File: src/rtl/simplebmatinv_pkg.sv
// Shared constants, FSM state and 8x8 bit-matrix helpers
// for the GF(2) matrix inverter.
package simplebmatinv_pkg;

  localparam int N    = 8;
  localparam int COLW = 3;

  typedef enum logic [1:0] {
    S_IDLE,
    S_RUN,
    S_FIN
  } state_e;

  // Row r is m[r]; column c of that row is m[r][c].
  typedef logic [N-1:0][N-1:0] mat_t;

  function automatic mat_t unpack(input logic [N*N-1:0] w);
    mat_t m;
    for (int r = 0; r < N; r++) m[r] = w[r*N +: N];
    return m;
  endfunction

  function automatic logic [N*N-1:0] pack(input mat_t m);
    logic [N*N-1:0] w;
    for (int r = 0; r < N; r++) w[r*N +: N] = m[r];
    return w;
  endfunction

  function automatic mat_t ident();
    mat_t m;
    m = '0;
    for (int r = 0; r < N; r++) m[r][r] = 1'b1;
    return m;
  endfunction

endpackage

File: src/rtl/simplebmatinv_step.sv
// One Gauss-Jordan column step: pivot search, row swap, elimination.
// Ports: i_l/i_r working arrays, i_col column; o_l/o_r next arrays, o_no_pivot.
module simplebmatinv_step
  import simplebmatinv_pkg::*;
(
  input  mat_t            i_l,
  input  mat_t            i_r,
  input  logic [COLW-1:0] i_col,
  output mat_t            o_l,
  output mat_t            o_r,
  output logic            o_no_pivot
);

  logic [COLW-1:0] w_p;
  logic            w_found;
  mat_t            w_ls;
  mat_t            w_rs;

  // Scan downward so the lowest qualifying row wins.
  always_comb begin
    w_p     = '0;
    w_found = 1'b0;
    for (int i = N - 1; i >= 0; i--) begin
      if (i >= int'(i_col) && i_l[i][i_col]) begin
        w_p     = COLW'(i);
        w_found = 1'b1;
      end
    end
  end

  always_comb begin
    w_ls = i_l;
    w_rs = i_r;
    o_l  = i_l;
    o_r  = i_r;
    if (w_found) begin
      w_ls[w_p]   = i_l[i_col];
      w_ls[i_col] = i_l[w_p];
      w_rs[w_p]   = i_r[i_col];
      w_rs[i_col] = i_r[w_p];
      o_l = w_ls;
      o_r = w_rs;
      for (int i = 0; i < N; i++) begin
        if (i != int'(i_col) && w_ls[i][i_col]) begin
          o_l[i] = w_ls[i] ^ w_ls[i_col];
          o_r[i] = w_rs[i] ^ w_rs[i_col];
        end
      end
    end
  end

  assign o_no_pivot = !w_found;

endmodule

File: src/rtl/simplebmatinv.sv
// Multi-cycle GF(2) 8x8 bit-matrix inverter, start/busy/done handshake.
// Ports: clock, reset (sync, active-high), start, rs1 in; rd, singular,
// busy, done out. SIMPLEBMATINV_EARLY_EXIT_EN: finish at first pivotless column.
module simplebmatinv
  import simplebmatinv_pkg::*;
(
  input  logic         clock,
  input  logic         reset,
  input  logic         start,
  input  logic [63:0]  rs1,
  output logic [63:0]  rd,
  output logic         singular,
  output logic         busy,
  output logic         done
);

`ifdef SIMPLEBMATINV_EARLY_EXIT_EN
  localparam bit EARLY = 1'b1;
`else
  localparam bit EARLY = 1'b0;
`endif

  state_e          r_state;
  mat_t            r_l;
  mat_t            r_r;
  logic [COLW-1:0] r_col;
  logic            r_sing_q;
  logic [63:0]     r_rd;
  logic            r_singular;
  logic            r_busy;
  logic            r_done;

  mat_t w_l;
  mat_t w_r;
  logic w_np;
  logic w_sing;
  logic w_last;

  simplebmatinv_step u_step (
    .i_l        (r_l),
    .i_r        (r_r),
    .i_col      (r_col),
    .o_l        (w_l),
    .o_r        (w_r),
    .o_no_pivot (w_np)
  );

  assign w_sing = r_sing_q | w_np;
  assign w_last = (r_col == COLW'(N - 1)) || (EARLY && w_np);

  always_ff @(posedge clock) begin
    if (reset) begin
      r_state    <= S_IDLE;
      r_busy     <= 1'b0;
      r_done     <= 1'b0;
      r_rd       <= '0;
      r_singular <= 1'b0;
    end else begin
      r_done <= 1'b0;
      if (start) begin
        r_l      <= unpack(rs1);
        r_r      <= ident();
        r_col    <= '0;
        r_sing_q <= 1'b0;
        r_state  <= S_RUN;
        r_busy   <= 1'b1;
      end else begin
        unique case (r_state)
          S_IDLE: ;
          S_RUN: begin
            r_l      <= w_l;
            r_r      <= w_r;
            r_sing_q <= w_sing;
            r_col    <= r_col + COLW'(1);
            if (w_last) begin
              r_state    <= S_FIN;
              r_busy     <= 1'b0;
              r_done     <= 1'b1;
              r_rd       <= w_sing ? 64'd0 : pack(w_r);
              r_singular <= w_sing;
            end
          end
          S_FIN: r_state <= S_IDLE;
        endcase
      end
    end
  end

  assign rd       = r_rd;
  assign singular = r_singular;
  assign busy     = r_busy;
  assign done     = r_done;

endmodule
File: config.mk
export PLATFORM = sky130hd
export DESIGN_NAME = simplebmatinv
export DESIGN_NICKNAME = d
export VERILOG_FILES = /design/src/rtl/simplebmatinv_pkg.sv /design/src/rtl/simplebmatinv_step.sv /design/src/rtl/simplebmatinv.sv
export SDC_FILE = /design/constraint.sdc
export NUM_CORES = 1
export LEC_CHECK = 0
export BUFFER_PORTS_ARGS = -buffer_cell sky130_fd_sc_hd__clkbuf_2
export CAP_MARGIN = 20
export CELL_PAD_IN_SITES_DETAIL_PLACEMENT = 0
export CELL_PAD_IN_SITES_GLOBAL_PLACEMENT = 2
export CORE_MARGIN = 2
export CORE_UTILIZATION = 34
export CTS_CLUSTER_DIAMETER = 40
export DETAILED_ROUTE_END_ITERATION = 6
export GPL_TIMING_DRIVEN = 0
export PLACE_DENSITY = 0.84
export SKIP_CTS_REPAIR_TIMING = 1
export SYNTH_ARGS = -nofsm -noshare
export SYNTH_HDL_FRONTEND = slang
export SYNTH_SLANG_ARGS = --single-unit
File: constraint.sdc
create_clock -name clock -period 8.4 [get_ports clock]
set_input_delay 0 -clock clock [delete_from_list [all_inputs] [get_ports clock]]
set_output_delay 0 -clock clock [all_outputs]
set_load 0.02 [all_outputs]
==> summary.txt, run 1 <==
Floorplan
  • DIE AREA: 0.0521 mm²
  • Core Box Area: 0.0499 mm²
  • Row Count: 82
  • Die Y-Extent: 228 µm
  • Boundary pin count: 134
  • Die W: 228 µm
  • Initial Util: 34.3%

GRT
  • Largest net degree at the start of global routing: 29
  • Grt total ovfl: 0
  • Vias in the first global route: 20200
  • First-pass GRT wire length: 162000 µm
  • Total track usage: 44.1%
  • Antenna violations before repair: 3

Place
  • Placer Congestion: 1.06
  • Port bufs: 133
  • Detailed Place HPWL: 90700 µm
  • Placed Cells: 2924

Power and ir drop
  • Final Power: 5.86 mW
  • Lkg Pwr: 7.83 nW
  • Peak VDD IR: 0.000169 V
  • Pwr/cell area: 277 mW/mm²

Synth
  • Post-synthesis async set-or-reset flop share: 0%
  • Top FF cell, synth: edfxtp_1
  • Seq/Total Area, Yosys: 31.2%
  • Synthesized area per cell: 8.16 µm²
  • Total number of yosys warnings: 0
  • Synth top area cells: edfxtp_1 (23%), dfxtp_1 (8.1%), o21ai_0 (5.6%)
  • Post-synth cell types: 103
  • Yosys top cell area share: 23.2%
  • Synth cell count leaders: nand2_1 (201), o21ai_0 (190), a21oi_1 (155)
  • Count leader, synth: nand2_1
  • Synthesized flop and latch total: 201
  • Gate Count Post-Synth: 2096
  • Post-synth top area cell: edfxtp_1
  • Post-synth EDFFs: 132
  • Mapped Nets: 2169
  • Synthesized area: 0.0171 mm²

Setup path
  • CP Class: flop to flop
  • RR Startpoint: r_col[0]$_SDFFCE_PP0P_
  • Worst r2r dst: r_l[55]$_DFFE_PP_
  • Critical Path RT: 8.80 ns
  • CP max FO: 11
  • CP startpoint kind: flop
  • Cell depth of the worst flop-to-flop path: 16
  • Worst EP arrival: 8.45 ns
  • Crit end category: flop
  • R2R setup slack: 0.35 ns

Route
  • ANT nets after route: 0
  • Total Wirelength: 119000 µm
  • Post-route DRC: 0
  • Pre-Repair DR Iteration Count: 7
  • Routed length per instance: 38.7 µm
  • Drt first-iter violations: 3357
  • Vias/cell: 7.11
  • Routed via count: 21900

Timing
  • Fin Setup TNS: 0 ns
  • Worst Tran Pin Value: 1.43 ns
  • Period utilisation layout: 95.9%
  • Fin. Hold Viols: 0
  • # setup viols final: 0
  • Rel. slew slack: 4.96%
  • Final Max Slew Viols: 0
  • Final min period: 8.05 ns
  • Clk_skew: 0.0216 ns
  • FMAX: 124 MHz
  • RSZ-0062 raised after global routing: no

CTS
  • CTS Buf Count: 41
  • CTS H-tree depth: 2
  • Clk sink count: 201
  • Root Driver: clkbuf_16
  • Clock tree buffer depth: 3
  • Clk Latency, worst-skew pair: 0.59 ns
  • Reg clk slew, reported paths: 0.05 ns
  • CTS tree: built

Run
  • MaxCap Viol Count: 0

Run status
  • Status: finished, final reports clean

Worst hold path
  • Hold path cells: 4
  • Worst hold start: rs1[45]
  • Worst hold endpoint: r_l[45]$_DFFE_PP_
  • Hold crit path type: input pin to flop

Cells and area
  • Fin cells: 3074
  • Area growth syn-to-layout: 23.5%
  • Layout cells sized above 1: 16.9%
  • Nets: 2437
## state kept, by name (all words and copies together) (netlist names)
signal	count
done	1
singular	1
rd	64
r_state	2
busy	1
r_r	64
r_sing_q	1
r_col	3
r_l	64
## critical path, stage by stage, from the launching register on
cell and delay [ns]:
edfxtp_1 0.44, buf_6 0.18, buf_6 0.14, inv_4 0.15, clkbuf_1 0.80, ha_1 0.28, clkbuf_1 0.49, a2111o_1 0.25
clkbuf_1 0.77, o21ai_1 0.58, nor2_1 0.42, o311ai_0 0.25, nor3_2 0.89, clkbuf_1 0.96, clkbuf_1 0.66, a21oi_1 0.25
o31ai_1 0.29
## kinds of logic after synthesis
group	Yosys count	synth area share (%)
flip-flops	201	31.2
XOR/XNOR	5	0.256
buffers and inverters	243	6.11
AO/OA/AOI/OAI	833	33.2
AND/OR/NAND/NOR	668	19.2
adder cells (fa/ha/maj)	6	0.439
multiplexers	140	9.55
## placed cells by master, fill, tap and decap left out, types with 15 or more instances in the layout
cell type / instances
mux2_2: 41
buf_2: 43
inv_1: 32
and3_1: 24
o41ai_1: 17
mux2i_1: 83
nor2_1: 145
nand3_1: 80
clkbuf_1: 147
dlygate4sd3_1: 66
edfxtp_1: 132
a31oi_1: 46
a22o_1: 22
nor4_1: 20
buf_6: 15
nand4_1: 31
or3_1: 19
o22ai_1: 45
o21ai_0: 189
dfxtp_1: 69
o31ai_1: 39
nand2_1: 201
a32oi_1: 21
a211oi_1: 31
clkbuf_16: 42
nor3_1: 52
o21ai_1: 20
a21oi_1: 155
nand2b_1: 15
clkbuf_2: 134
o211ai_1: 32
## metal layers
metal,share of wire [%],global-route usage [%]
met3,12,10.1
met4,9.7,34.0
met5,0.085,0
met1,36,54.1
met2,43,67.1
## stage by stage
stage | cell area (µm²) | setup slack, ns | hold slack [ns] | utilization [%]
after floorplan | 17100 | 0.259 | 0.0691 | -
after global placement | 18600 | -5.02 | 0.267 | 37.3
after detailed placement | 19000 | 0.640 | 0.276 | 38.1
after CTS | 20400 | 0.638 | -0.310 | 41.0
after global routing | 21100 | 0.423 | 0.266 | 42.3
final | 21100 | 0.346 | 0.233 | 42.4
## worst max path at each step
stage | startpoint | endpoint
3_3_place_gp | r_col[0]$_SDFFCE_PP0P_ | r_l[45]$_DFFE_PP_
6_report | r_col[0]$_SDFFCE_PP0P_ | r_l[55]$_DFFE_PP_
3_5_place_dp | r_col[0]$_SDFFCE_PP0P_ | r_l[55]$_DFFE_PP_
4_1_cts | r_col[0]$_SDFFCE_PP0P_ | r_l[55]$_DFFE_PP_
5_1_grt | r_col[0]$_SDFFCE_PP0P_ | r_l[55]$_DFFE_PP_
2_1_floorplan | r_col[0]$_SDFFCE_PP0P_ | r_l[0]$_DFFE_PP_
## power breakdown
| group | leakage (nW) | switching (mW) | internal, mW |
|---|---|---|---|
| clock network | 0.705 | 0.650 | 1.11 |
| registers | 1.83 | 0.205 | 1.20 |
| logic | 5.30 | 1.93 | 0.773 |
| total | 7.83 | 2.78 | 3.08 |
## cell type report
| cell class | instances | area (µm²) |
|---|---|---|
| inverter | 34 | 130 |
| multi-input combinational | 1652 | 10800 |
| timing repair buffer | 225 | 1630 |
| sequential | 201 | 5350 |
| buffer | 209 | 915 |
| tap | 672 | 841 |
| clock buffer | 48 | 1090 |
| clock inverter | 28 | 348 |
| antenna | 5 | 12.5 |
| fill | 5219 | 28700 |
Note: power is estimated with default switching activity, not from simulation.
==> run 2: changes to the inputs <==
--- a/config.mk
+++ b/config.mk
@@ -14,8 +14,9 @@
 export CTS_CLUSTER_DIAMETER = 40
 export DETAILED_ROUTE_END_ITERATION = 6
 export GPL_TIMING_DRIVEN = 0
-export PLACE_DENSITY = 0.84
+export PLACE_DENSITY = 0.88
 export SKIP_CTS_REPAIR_TIMING = 1
 export SYNTH_ARGS = -nofsm -noshare
 export SYNTH_HDL_FRONTEND = slang
+export SYNTH_HIERARCHICAL = 1
 export SYNTH_SLANG_ARGS = --single-unit
==> run 2 against run 1 <==
The run now ends with DRC left. Cell area shrank 2.6%. Synthesized cell count shrank 9.0%. Area after synthesis shrank 3.2%. Clock-buffer cell count shrank 1.
==> summary.txt, run 2 <==
Run status
  • Status: complete, but fails checks (was finished, final reports clean)
  • Violated checks: DRC

CTS
  • Clk Latency, worst-skew pair: 0.60 ns (was 0.59 ns)
  • CTS H-tree depth: 2 (unchanged)
  • Clk sink count: 201 (unchanged)
  • Reg clk slew, reported paths: 0.05 ns (about the same)
  • CTS tree: built (unchanged)
  • Root Driver: clkbuf_16 (unchanged)
  • Clock tree buffer depth: 3 (unchanged)
  • CTS Buf Count: 45 (was 41)

Synth
  • Synthesized area: 0.0166 mm² (was 0.0171 mm²)
  • Count leader, synth: nor2_1 (was nand2_1)
  • Synth cell count leaders: nor2_1 (191), nand2_1 (152), edfxtp_1 (132) (was nand2_1 (201), o21ai_0 (190), a21oi_1 (155))
  • Synthesized area per cell: 8.68 µm² (was 8.16 µm²)
  • Xor/xnor share of the synthesized area: 1.59% (was 0.256%)
  • Post-synth top area cell: edfxtp_1 (unchanged)
  • Yosys top cell area share: 23.9% (was 23.2%)
  • Post-synth EDFFs: 132 (unchanged)
  • Post-synthesis async set-or-reset flop share: 0% (unchanged)
  • Total number of yosys warnings: 6 (was 0)
  • Largest family of logic cells by synthesized area: compound AO/OA/AOI/OAI gates (unchanged)
  • Mapped Nets: 1977 (was 2169)
  • Synth top area cells: edfxtp_1 (24%), dfxtp_1 (8.3%), mux2_2 (6.5%) (was edfxtp_1 (23%), dfxtp_1 (8.1%), o21ai_0 (5.6%))
  • Complex-gate fraction of the synthesized area: 26.9% (was 33.2%)
  • Synthesized flop and latch total: 201 (unchanged)
  • Gate Count Post-Synth: 1908 (was 2096)
  • Post-synthesis mux area share: 14.0% (was 9.55%)
  • Synth Area in Simple Gates: 19.4% (was 19.2%)
  • Seq/Total Area, Yosys: 32.3% (was 31.2%)
  • Post-synth cell types: 99 (was 103)
  • Post-Synth Adder-Cell Area: 0.151% (was 0.439%)
  • Top FF cell, synth: edfxtp_1 (unchanged)

Power and ir drop
  • Pwr/cell area: 306 mW/mm² (was 277 mW/mm²)
  • Lkg Pwr: 7.87 nW (was 7.83 nW)
  • Peak VDD IR: 0.000153 V (was 0.000169 V)

Timing
  • Rel. slew slack: 9.16% (was 4.96%)
  • Fin. Hold Viols: 0 (unchanged)
  • Clk_skew: 0.0264 ns (was 0.0216 ns)
  • RSZ-0062 raised after global routing: no (unchanged)
  • FMAX: 154 MHz (was 124 MHz)
  • Period utilisation layout: 77.2% (was 95.9%)
  • # setup viols final: 0 (unchanged)
  • Worst Tran Pin Value: 1.36 ns (was 1.43 ns)
  • Final Max Slew Viols: 0 (unchanged)
  • Final min period: 6.49 ns (was 8.05 ns)
  • Minimum hold slack: 0.0977 ns (was 0.233 ns)
  • Final worst slack: 1.91 ns (was 0.346 ns)

Place
  • Placer Congestion: 1.01 (was 1.06)
  • Detailed Place HPWL: 76600 µm (was 90700 µm)
  • Placement Setup Slack: 2.44 ns (was 0.640 ns)
  • Port bufs: 133 (unchanged)

GRT
  • Total track usage: 38.6% (was 44.1%)
  • Largest net degree at the start of global routing: 35 (was 29)
  • Antenna violations before repair: 3 (unchanged)
  • Vias in the first global route: 17600 (was 20200)
  • First-pass GRT wire length: 136000 µm (was 162000 µm)
  • Grt total ovfl: 0 (unchanged)

Route
  • ANT nets after route: 0 (unchanged)
  • Total Wirelength: 100000 µm (was 119000 µm)
  • Drt first-iter violations: 2589 (was 3357)
  • Post-route DRC: 1 (was 0)
  • Routed via count: 18800 (was 21900)
  • Vias/cell: 6.64 (was 7.11)
  • Pre-Repair DR Iteration Count: 7 (unchanged)
  • Routed length per instance: 35.5 µm (was 38.7 µm)

Floorplan
  • Die W: 225 µm (was 228 µm)
  • Die Y-Extent: 225 µm (was 228 µm)
  • Core Box Area: 0.0479 mm² (was 0.0499 mm²)
  • DIE AREA: 0.0505 mm² (was 0.0521 mm²)
  • Row Count: 80 (was 82)
  • Initial Util: 34.5% (was 34.3%)
  • Boundary pin count: 134 (unchanged)

Setup path
  • Critical Path RT: 8.74 ns (was 8.80 ns)
  • RR Startpoint: r_col[1]$_SDFFCE_PP0P_ (was r_col[0]$_SDFFCE_PP0P_)
  • CP startpoint kind: flop (unchanged)
  • CP max FO: 10 (was 11)
  • Worst EP arrival: 6.82 ns (was 8.45 ns)
  • Worst setup path start: r_col[1]$_SDFFCE_PP0P_ (was r_col[0]$_SDFFCE_PP0P_)
  • CP Class: flop to flop (unchanged)
  • Crit end category: flop (unchanged)

Worst hold path
  • Worst hold start: start (was rs1[45])
  • Hold crit path type: input pin to flop (unchanged)

Cells and area
  • Layout cells sized above 1: 22.3% (was 16.9%)
  • Most frequent cells in the layout: nor2_1 (190), nand2_1 (152), clkbuf_2 (133), edfxtp_1 (132) (was nand2_1 (201), o21ai_0 (189), a21oi_1 (155), clkbuf_1 (147), nor2_1 (145))
  • ANT cells: 0 (was 5)
  • Fillers: 4805 (was 5219)
  • Area of the multi-input gates: 0.0103 mm² (was 0.0108 mm²)
  • Most common cell after layout, fill and taps aside: nor2_1 (was nand2_1)
  • Area growth syn-to-layout: 24.2% (was 23.5%)
  • Nets: 2246 (was 2437)
  • Register area: 0.00535 mm² (unchanged)

Run
  • MaxCap Viol Count: 0 (unchanged)
==> run 2: cell types whose count changed after synthesis, moves of 44 or more <==
| cell | before | now |
|---|---|---|
| o21ai_0 | 190 | 82 |
| nor2b_1 | 5 | 66 |
| a22o_1 | 22 | 66 |
| a21oi_1 | 155 | 98 |
| clkbuf_1 | 143 | 89 |
| nand2_1 | 201 | 152 |
| mux2_2 | 41 | 96 |
| nor2_1 | 146 | 191 |
==> run 2: kinds of logic (layout without fill, tap and decap cells) <==
| kind of cell | count (synthesis) | in the layout |
|---|---|---|
| AO/OA/AOI/OAI | 609 | 609 |
| XOR/XNOR | 30 | 30 |
| adder cells (fa/ha/maj) | 2 | 2 |
| buffers and inverters | 201 | 505 |
| flip-flops | 201 | 201 |
| multiplexers | 205 | 205 |
| AND/OR/NAND/NOR | 660 | 660 |
==> run 2: layout make-up <==
class | instances | share of cell area [%]
multi-input combinational | 1506 | 50.1
sequential | 201 | 26.0
timing repair buffer | 222 | 7.71
clock buffer | 47 | 5.51
buffer | 186 | 4.34
tap | 615 | 3.74
clock inverter | 35 | 2.37
inverter | 15 | 0.274
==> run 2: final timing paths <==
kind / to / depth (start not counted) / slack [ns]
worst max-delay path: r_r[54]$_SDFFCE_PP1P_ / 13 / 1.91
worst min register to register: rd[48]$_SDFFE_PP0P_ / 1 / 0.47
worst min-delay path: done$_SDFF_PP0_ / 4 / 0.1
worst max register to register: r_r[54]$_SDFFCE_PP1P_ / 13 / 1.91
==> run 2: per-stage QoR <==
stage / util [%] / cells / setup TNS [ns] / power [mW] / area, µm²
floorplan: - / 1908 / 0 / 3.10 / 16600
detailed placement: 38.1 / 2677 / 0 / 4.22 / 18300
CTS: 41.5 / 2759 / 0 / 6.16 / 19900
global route: 42.9 / 2827 / 0 / 6.46 / 20600
global placement: 37.5 / 2656 / -411.64 / 4.18 / 18000
finish: 42.9 / 2827 / 0 / 6.30 / 20600
==> run 2: power breakdown <==
group | internal, mW | total [mW] | switching (mW)
clock | 1.25 | 1.93 | 0.677
sequential | 1.23 | 1.45 | 0.219
combinational | 1.01 | 2.93 | 1.91
==> run 2: worst max-delay path, cell delays in order, from the launching register on <==
cell and delay, ns:
edfxtp_1 0.41, buf_2 0.22, nand2b_1 0.09, clkbuf_1 0.58, o22ai_2 0.31, nor3_4 0.52
nand4_1 0.90, clkinv_1 0.55, clkbuf_1 0.78, clkbuf_1 1.00, nor2_1 0.13, nand3_1 0.13
nand3_1 0.24, or2_2 0.36
==> run 2: per-layer routing <==
metal,track usage (%),up-vias,wire length [µm],part of all wire (%)
li1,-,7928,-,-
met1,47.9,9259,38700,39
met2,62.3,1254,45800,46
met3,6.78,324,8650,8.6
met4,24.3,0,7180,7.2
met5,0,-,0,0
